File: src/rtl/instr_encoder.sv
// -----------------------------------------------------------------------------
// instr_encoder
// Program loader for the datapath's instruction memory. It accepts operation
// requests over a valid/ready handshake and encodes each one into a 32-bit
// RV64I word (ADD, SUB, AND, OR, LD, SD, BEQ). Encoded words are queued in a
// small FIFO and drained into instruction memory at sequential byte addresses.
//
// Ports
//   clk, reset        : rising-edge clock, asynchronous active-high reset
//   restart           : synchronous flush (FIFO, address, wr_count, err)
//   req_valid/ready   : request handshake; req_ready = FIFO not full
//   req_op            : 0 ADD, 1 SUB, 2 AND, 3 OR, 4 LD, 5 SD, 6 BEQ, 7 illegal
//   req_rd/rs1/rs2    : register fields
//   req_imm           : LD/SD imm[11:0], BEQ offset[12:1]
//   imem_busy         : memory cannot accept a write this cycle
//   imem_we/addr/wdata: registered write port, one strobe per word
//   wr_count          : saturating count of words written
//   err               : sticky, set when an illegal op is accepted
// -----------------------------------------------------------------------------
module instr_encoder #(
  parameter int DEPTH     = 4,
  parameter int ADDR_W    = 8,
  parameter int BASE_ADDR = 0
) (
  input  logic              clk,
  input  logic              reset,
  input  logic              restart,
  input  logic              req_valid,
  output logic              req_ready,
  input  logic [2:0]        req_op,
  input  logic [4:0]        req_rd,
  input  logic [4:0]        req_rs1,
  input  logic [4:0]        req_rs2,
  input  logic [11:0]       req_imm,
  input  logic              imem_busy,
  output logic              imem_we,
  output logic [ADDR_W-1:0] imem_addr,
  output logic [31:0]       imem_wdata,
  output logic [15:0]       wr_count,
  output logic              err
);

  localparam int PTR_W = $clog2(DEPTH);
  localparam logic [PTR_W:0]    FULL_CNT  = (PTR_W+1)'(DEPTH);
  localparam logic [PTR_W:0]    EMPTY_CNT = (PTR_W+1)'(0);
  localparam logic [ADDR_W-1:0] BASE      = ADDR_W'(BASE_ADDR);
  localparam logic [ADDR_W-1:0] STEP      = ADDR_W'(4);

  typedef enum logic [2:0] {
    OP_ADD = 3'd0, OP_SUB = 3'd1, OP_AND = 3'd2, OP_OR  = 3'd3,
    OP_LD  = 3'd4, OP_SD  = 3'd5, OP_BEQ = 3'd6, OP_ILL = 3'd7
  } op_e;

  // Builds the machine word for one request; illegal ops yield zero and are never pushed.
  function automatic logic [31:0] encode_instr(
    input logic [2:0]  op,
    input logic [4:0]  rd,
    input logic [4:0]  rs1,
    input logic [4:0]  rs2,
    input logic [11:0] imm
  );
    logic [12:0] b;
    logic [31:0] w;
    b = {imm, 1'b0};  // branch offset is in half-words, bit 0 implicitly zero
    w = 32'h0000_0000;
    case (op_e'(op))
      OP_ADD:  w = {7'b0000000, rs2, rs1, 3'b000, rd, 7'b0110011};
      OP_SUB:  w = {7'b0100000, rs2, rs1, 3'b000, rd, 7'b0110011};
      OP_AND:  w = {7'b0000000, rs2, rs1, 3'b111, rd, 7'b0110011};
      OP_OR:   w = {7'b0000000, rs2, rs1, 3'b110, rd, 7'b0110011};
      OP_LD:   w = {imm, rs1, 3'b011, rd, 7'b0000011};
      OP_SD:   w = {imm[11:5], rs2, rs1, 3'b011, imm[4:0], 7'b0100011};
      OP_BEQ:  w = {b[12], b[10:5], rs2, rs1, 3'b000, b[4:1], b[11], 7'b1100011};
      default: w = 32'h0000_0000;
    endcase
    return w;
  endfunction

  logic [31:0]       mem_r [DEPTH];
  logic [PTR_W-1:0]  wr_ptr_r;
  logic [PTR_W-1:0]  rd_ptr_r;
  logic [PTR_W:0]    count_r;
  logic [ADDR_W-1:0] addr_cnt_r;

  logic        accept_s;
  logic        push_s;
  logic        pop_s;
  logic [31:0] word_s;

  assign req_ready = (count_r != FULL_CNT);

  // Handshake qualification; restart overrides both push and pop.
  always_comb begin
    accept_s = req_valid && req_ready && !restart;
    push_s   = accept_s && (req_op != 3'd7);
    pop_s    = !restart && (count_r != EMPTY_CNT) && !imem_busy;
    word_s   = encode_instr(req_op, req_rd, req_rs1, req_rs2, req_imm);
  end

  // FIFO storage; contents are don't-care while unoccupied, so no reset.
  always_ff @(posedge clk) begin
    if (push_s) begin
      mem_r[wr_ptr_r] <= word_s;
    end
  end

  // FIFO pointers and occupancy; simultaneous push and pop leave count unchanged.
  always_ff @(posedge clk or posedge reset) begin
    if (reset) begin
      wr_ptr_r <= '0;
      rd_ptr_r <= '0;
      count_r  <= EMPTY_CNT;
    end else if (restart) begin
      wr_ptr_r <= '0;
      rd_ptr_r <= '0;
      count_r  <= EMPTY_CNT;
    end else begin
      if (push_s) begin
        wr_ptr_r <= wr_ptr_r + 1'b1;
      end
      if (pop_s) begin
        rd_ptr_r <= rd_ptr_r + 1'b1;
      end
      case ({push_s, pop_s})
        2'b10:   count_r <= count_r + 1'b1;
        2'b01:   count_r <= count_r - 1'b1;
        default: count_r <= count_r;
      endcase
    end
  end

  // Drain port: registered write strobe, address counter and write counter.
  always_ff @(posedge clk or posedge reset) begin
    if (reset) begin
      imem_we    <= 1'b0;
      imem_addr  <= BASE;
      imem_wdata <= 32'h0000_0000;
      addr_cnt_r <= BASE;
      wr_count   <= 16'h0000;
    end else if (restart) begin
      imem_we    <= 1'b0;
      addr_cnt_r <= BASE;
      wr_count   <= 16'h0000;
    end else if (pop_s) begin
      imem_we    <= 1'b1;
      imem_addr  <= addr_cnt_r;
      imem_wdata <= mem_r[rd_ptr_r];
      addr_cnt_r <= addr_cnt_r + STEP;  // wraps modulo 2^ADDR_W
      wr_count   <= (wr_count == 16'hFFFF) ? wr_count : wr_count + 16'h0001;
    end else begin
      imem_we    <= 1'b0;
    end
  end

  // Sticky illegal-op flag, cleared only by reset or restart.
  always_ff @(posedge clk or posedge reset) begin
    if (reset) begin
      err <= 1'b0;
    end else if (restart) begin
      err <= 1'b0;
    end else if (accept_s && (req_op == 3'd7)) begin
      err <= 1'b1;
    end else begin
      err <= err;
    end
  end

endmodule
File: config.mk
export PLATFORM = sky130hd
export DESIGN_NAME = instr_encoder
export DESIGN_NICKNAME = d
export VERILOG_FILES = /design/src/rtl/instr_encoder.sv
export SDC_FILE = /design/constraint.sdc
export NUM_CORES = 1
export LEC_CHECK = 0
export ABC_AREA = 1
export CORE_ASPECT_RATIO = 0.7
export CORE_MARGIN = 2
export CORE_UTILIZATION = 62
export CTS_BUF_LIST = sky130_fd_sc_hd__clkbuf_16
export DETAILED_ROUTE_END_ITERATION = 10
export DONT_BUFFER_PORTS = 1
export PLACE_DENSITY = 0.78
export REMOVE_ABC_BUFFERS = 1
export SLEW_MARGIN = 0
export SYNTH_ARGS = -nofsm -noshare
export SYNTH_HDL_FRONTEND = slang
export SYNTH_SLANG_ARGS = --single-unit
export TNS_END_PERCENT = 100
File: constraint.sdc
create_clock -name clk -period 4.7 [get_ports clk]
set_input_delay 0.705 -clock clk [delete_from_list [all_inputs] [get_ports clk]]
set_output_delay 0.705 -clock clk [all_outputs]
set_load 0.02 [all_outputs]
==> metrics.yaml, run 1 <==
grt_pass1_wl_um: 27300
slew_headroom_pct: 26.2
ys_ff_latch: 182
clk_path_buf_depth: 2
avgSynthCellArea_um2: 10.3
drv_slew: 0
wl_met2_um: 7770
drtIter0Drc: 568
clock-sinks: 182
drv_cap: 0
synth_cells: 769
tns_ps: 0
clock_skew_ps: 8.01
drt-met1-wl_um: 7320
cts-root-buf: "clkbuf_16"
fin_ws_ps: 2130
drc_errors: 0
worst_pin_slew_ps: 1110
clk_latency_ps: 420
utilization_pct: 68.8
synth_xor_area_share_pct: 0.774
synth-simple-area-share_pct: 17.5
finalHoldViolCount: 0
cellLeakagePower_nw: 3.54
cp.arrival_ps: 2880
numCtsBuffers: 17
cts.clk_slew.worst_paths_ps: 70
drive_above_1_share_pct: 8.41
criticalPathCategory: "reg2reg"
max_freq_mhz: 390
syn_area_um2: 7920
synth_cell_types: 38
nets: 804
place_congestion: 0.896
status: "completed"
antenna_found_initial: 0
h-tree-depth: 4
dieArea_um2: 13700
cts_tree: "yes"
yosys_warnings: 0
vias: 5513
place_ws_ps: 2150
dr.max_layer_used: "met4"
grt_setup_unrepaired: "false"
wl_per_cell_um: 18.0
hold_path_class: "in2async"
power_density_nw_per_um2: 482
rows: 34
critPathMaxFanout: 31
grt_util_all_layers_pct: 25.6
viasPerCell: 5.89
area_growth_pct: 8.21
cp-end-kind: "flip-flop"
firstDrtPassIters: 5
fp.dieW_um: 139
hold_slack_ps: 223
total_power_mw: 4.13
core-area_um2: 12500
min_period_ps: 2570
start_util_pct: 63.6
grt_max_degree: 62
fp.dieH_um: 98.6
hpwl_um: 10300
final_antenna_net_count: 0
crit_start: "rd_ptr_r[1]"
synth_fa_ha_area_share_pct: 1.52
fin_crit_sh_pct: 54.6
io_buffers: 0
grt_pass1_vias: 5385
ctsHoldBuffers: 0
r2r-start: "rd_ptr_r[1]"
critPathLaunchType: "flip-flop"
synthMuxAreaShare_pct: 0
cts_setup_buffers: 0
synth_top_family_by_area: "simple AND/OR/NAND/NOR gates"
cts_repair_resize_count: 0
drt-total-wl_um: 16900
wl_met3_um: 1570
finalSetupViolations: 0
grt_overflow: 0
ys_seq_area_share_pct: 64.8
synth_compound_area_share_pct: 9.70
io_pins: 94
ir_worst_vdd_mv: 0.325
required_ps: 5010
-- cells by family (layout without fill, tap and decap cells) --
logic type | Yosys count | count (layout)
simple gates | 334 | 334
flops | 182 | 182
compound gates | 137 | 137
buf+inv | 99 | 100
fa+ha+maj | 9 | 9
xor+xnor | 7 | 7
other cells | 1 | 5
-- worst paths after layout --
path                                   to  slack, ps  depth (start not counted)
hold reg to reg                count_r[1]        560                          2
setup / recovery           imem_wdata[11]       2130                          5
max in group asynchronous     wr_ptr_r[0]       3530                          2
hold / removal             imem_wdata[24]        220                          1
min in group clk              wr_count[8]        430                          3
setup reg to reg           imem_wdata[11]       2130                          5
-- final cells by class --
class                           count  area (um2)
Antenna cell                        1        2.50
Timing Repair Buffer                7        52.6
Multi-Input combinational cell    491        2370
Clock buffer                       17         425
Sequential cell                   182        5130
Fill cell                         880        3890
Inverter                           61         231
Tap cell                          162         203
Clock inverter                     15         156
-- power by group --
| part | switching [mW] | internal [mW] | total, mW |
|---|---|---|---|
| clock | 0.648 | 0.757 | 1.40 |
| combinational | 0.356 | 0.158 | 0.514 |
| sequential | 0.311 | 1.90 | 2.21 |
| total | 1.31 | 2.82 | 4.13 |
-- through the flow --
stage / instance area (um2) / cells
after floorplan: 7720 / 734
after global placement: 7990 / 903
after detailed placement: 7990 / 903
after CTS: 8570 / 935
after global routing: 8570 / 935
final: 8570 / 936
-- placed cells by master (no fill, tap or decap), types with 5 or more instances in the layout --
cell type  count
nand3_1       23
o21ai_0       86
edfxtp_1     116
clkbuf_16     17
inv_1         55
nand4_1       10
nand2_1      195
buf_4          7
ha_1           8
inv_6          6
nor2_2         8
dfrtp_1       66
xor2_1         6
o22ai_1       33
nor2_1        85
inv_8          5
inv_2          5
o221ai_1       5
-- flip-flops by register name, summed over array words and instances, names as in the netlist, 2 cells and up --
register	count
imem_wdata	29
count_r	3
wr_ptr_r	2
rd_ptr_r	2
wr_count	16
imem_addr	6
addr_cnt_r	6
mem_r	116
-- synthesized netlist by cell type (all sizes together) --
master  number  share of area [%]
xnor2        1               0.11
fa           1               0.25
a31oi        1              0.079
ha           8                1.3
nand3b       2               0.35
a21oi        2               0.13
clkbuf      19               0.90
or2          1              0.079
nand3       24                1.7
xor2         6               0.66
nor3         3               0.19
o221ai       5               0.55
o21ai       94                6.1
nand2      199                9.6
edfxtp     116                 44
buf         19                1.8
o211ai       1              0.095
nor2        95                4.8
inv         61                2.9
dfrtp       66                 21
a22o         1               0.11
nand4       10               0.79
conb         1              0.047
o22ai       33                2.6
-- worst max-delay path: stages (launching register included) --
cell and delay [ps]:
dfrtp_1 1080, inv_1 790, o21ai_0 280, o22ai_1 120, nand2_1 110, nand2_1 70
-- per-layer routing --
layer  up-vias  global-route usage [%]
met4         0                    7.46
met2       256                    39.6
li1       2571                       -
met3        22                    6.85
met5         -                       0
met1      2664                    36.6
(Power assumes the default switching activity.)
==> inputs of run 2 (changes only) <==
==> constraint.sdc (replaced) <==
create_clock -name clk -period 2.5 [get_ports clk]
set_input_delay 0.375 -clock clk [delete_from_list [all_inputs] [get_ports clk]]
set_output_delay 0.375 -clock clk [all_outputs]
set_load 0.02 [all_outputs]
==> metrics.yaml, run 2 (same netlist as run 1, synthesis figures left out) <==
h-tree-depth: 4
dieArea_um2: 13700
final_cell_area_um2: 8640
grt_max_degree: 60
grt_pass1_vias: 5584
diodes: 0
start_util_pct: 63.6
numCtsBuffers: 17
wl_per_cell_um: 18.6
reg2reg_slack_ps: 500
instances_no_fill: 944
worst_pin_slew_ps: 634
finalSetupViolations: 0
place_ws_ps: 436
reg2reg_to: "wr_count[4]"
cts_setup_buffers: 0
place_area_um2: 8060
core-area_um2: 12500
drt-total-wl_um: 17600
r2r-start: "wr_count[0]"
ff_latch_area_um2: 5130
critPathLaunchType: "flip-flop"
grt_pass1_wl_um: 28300
ff2ff_path_depth: 9
status: "completed"
cellLeakagePower_nw: 3.59
grt_util_all_layers_pct: 26.8
mostFrequentLayoutCell: "nand2_1"
area_growth_pct: 9.03
io_buffers: 0
nets: 813
critPathMaxFanout: 28
finalHoldViolCount: 0
cts-root-buf: "clkbuf_16"
max_freq_mhz: 501
hpwl_um: 10800
drtIter0Drc: 644
drc_errors: 0
worst_hold_startpoint: "restart"
utilization_pct: 69.3
cts.clk_slew.worst_paths_ps: 70
rows: 34
drv_slew: 0
n_fill_cell: 882
power_density_nw_per_um2: 893
ctsHoldBuffers: 1
vias: 5585
required_ps: 2810
criticalPathCategory: "reg2reg"
drive_above_1_share_pct: 9.21
firstDrtPassIters: 7
drv_cap: 0
clk_latency_ps: 430
clk_path_buf_depth: 2
tns_ps: 0
final_antenna_net_count: 0
cp-end-kind: "flip-flop"
hold_depth: 3
grt_setup_unrepaired: "false"
ir_worst_vdd_mv: 0.669
fp.dieH_um: 98.6
cts_repair_resize_count: 0
hold_slack_ps: 108
cp.arrival_ps: 2310
place_congestion: 0.835
grt_overflow: 0
hold_path_class: "in2reg"
largest-register: "mem_r"
holdPathEnd: "wr_count[8]"
cts_tree: "yes"
min_period_ps: 2000
layout_common_cells: "nand2_1 (195), edfxtp_1 (116), o21ai_0 (86)"
clock_skew_ps: 8.91
fin_ws_ps: 504
largest_reg_flops: 116
reg_top3: "mem_r (116), imem_wdata (29), wr_count (16)"
multi_input_area_um2: 2370
fp.dieW_um: 139
placed_cells: 911
clock-sinks: 182
antenna_found_initial: 0
total_power_mw: 7.71
io_pins: 94
fin_crit_sh_pct: 79.9
viasPerCell: 5.92
slew_headroom_pct: 57.3
run 2: changes by cell type in the layout (fill, tap and decap cells not counted), sizes merged:
cell         delta
clkinv          -1
clkbuf          +2
diode           -1
bufinv          -1
clkinvlp        +1
dlygate4sd3     +1
buf             +8
inv             -1
run 2: worst max-delay path, stage by stage (launching register included):
cell	delay, ps
dfrtp_1	550
ha_1	260
nand2_1	90
nor2_2	160
nand2_1	110
nand3b_4	180
nand2_4	260
inv_1	140
nand2_1	80
nand2_1	50
run 2: per-layer routing:
metal / global-route usage, % / wire (um) / vias up
met3: 8.55 / 1510 / 24
met1: 37.1 / 7610 / 2722
met5: 0 / 0 / -
met2: 41.6 / 8250 / 250
li1: - / - / 2589
met4: 7.61 / 225 / 0
run 2: where the power goes:
part,switching (mW),internal [mW]
Combinational,0.694,0.315
Sequential,0.574,3.57
Clock,1.15,1.40
run 2: final cells by class:
| cell class | count | area share [%] |
|---|---|---|
| Multi-Input combinational cell | 491 | 27.4 |
| Tap cell | 162 | 2.35 |
| Clock inverter | 13 | 1.06 |
| Clock buffer | 19 | 5.50 |
| Inverter | 61 | 2.68 |
| Sequential cell | 182 | 59.4 |
| Timing Repair Buffer | 16 | 1.56 |
run 2: worst max-delay path by stage:
stage / endpoint / startpoint / slack [ps] / cells after the start
finish: wr_count[4] / wr_count[0] / 500 / 9
global route: count_r[2] / count_r[0] / 300 / 12
floorplan: count_r[2] / count_r[0] / -520 / 13
detailed placement: count_r[2] / req_op[1] / 440 / 13
CTS: count_r[2] / count_r[0] / 510 / 12
global placement: count_r[2] / req_op[1] / 510 / 13
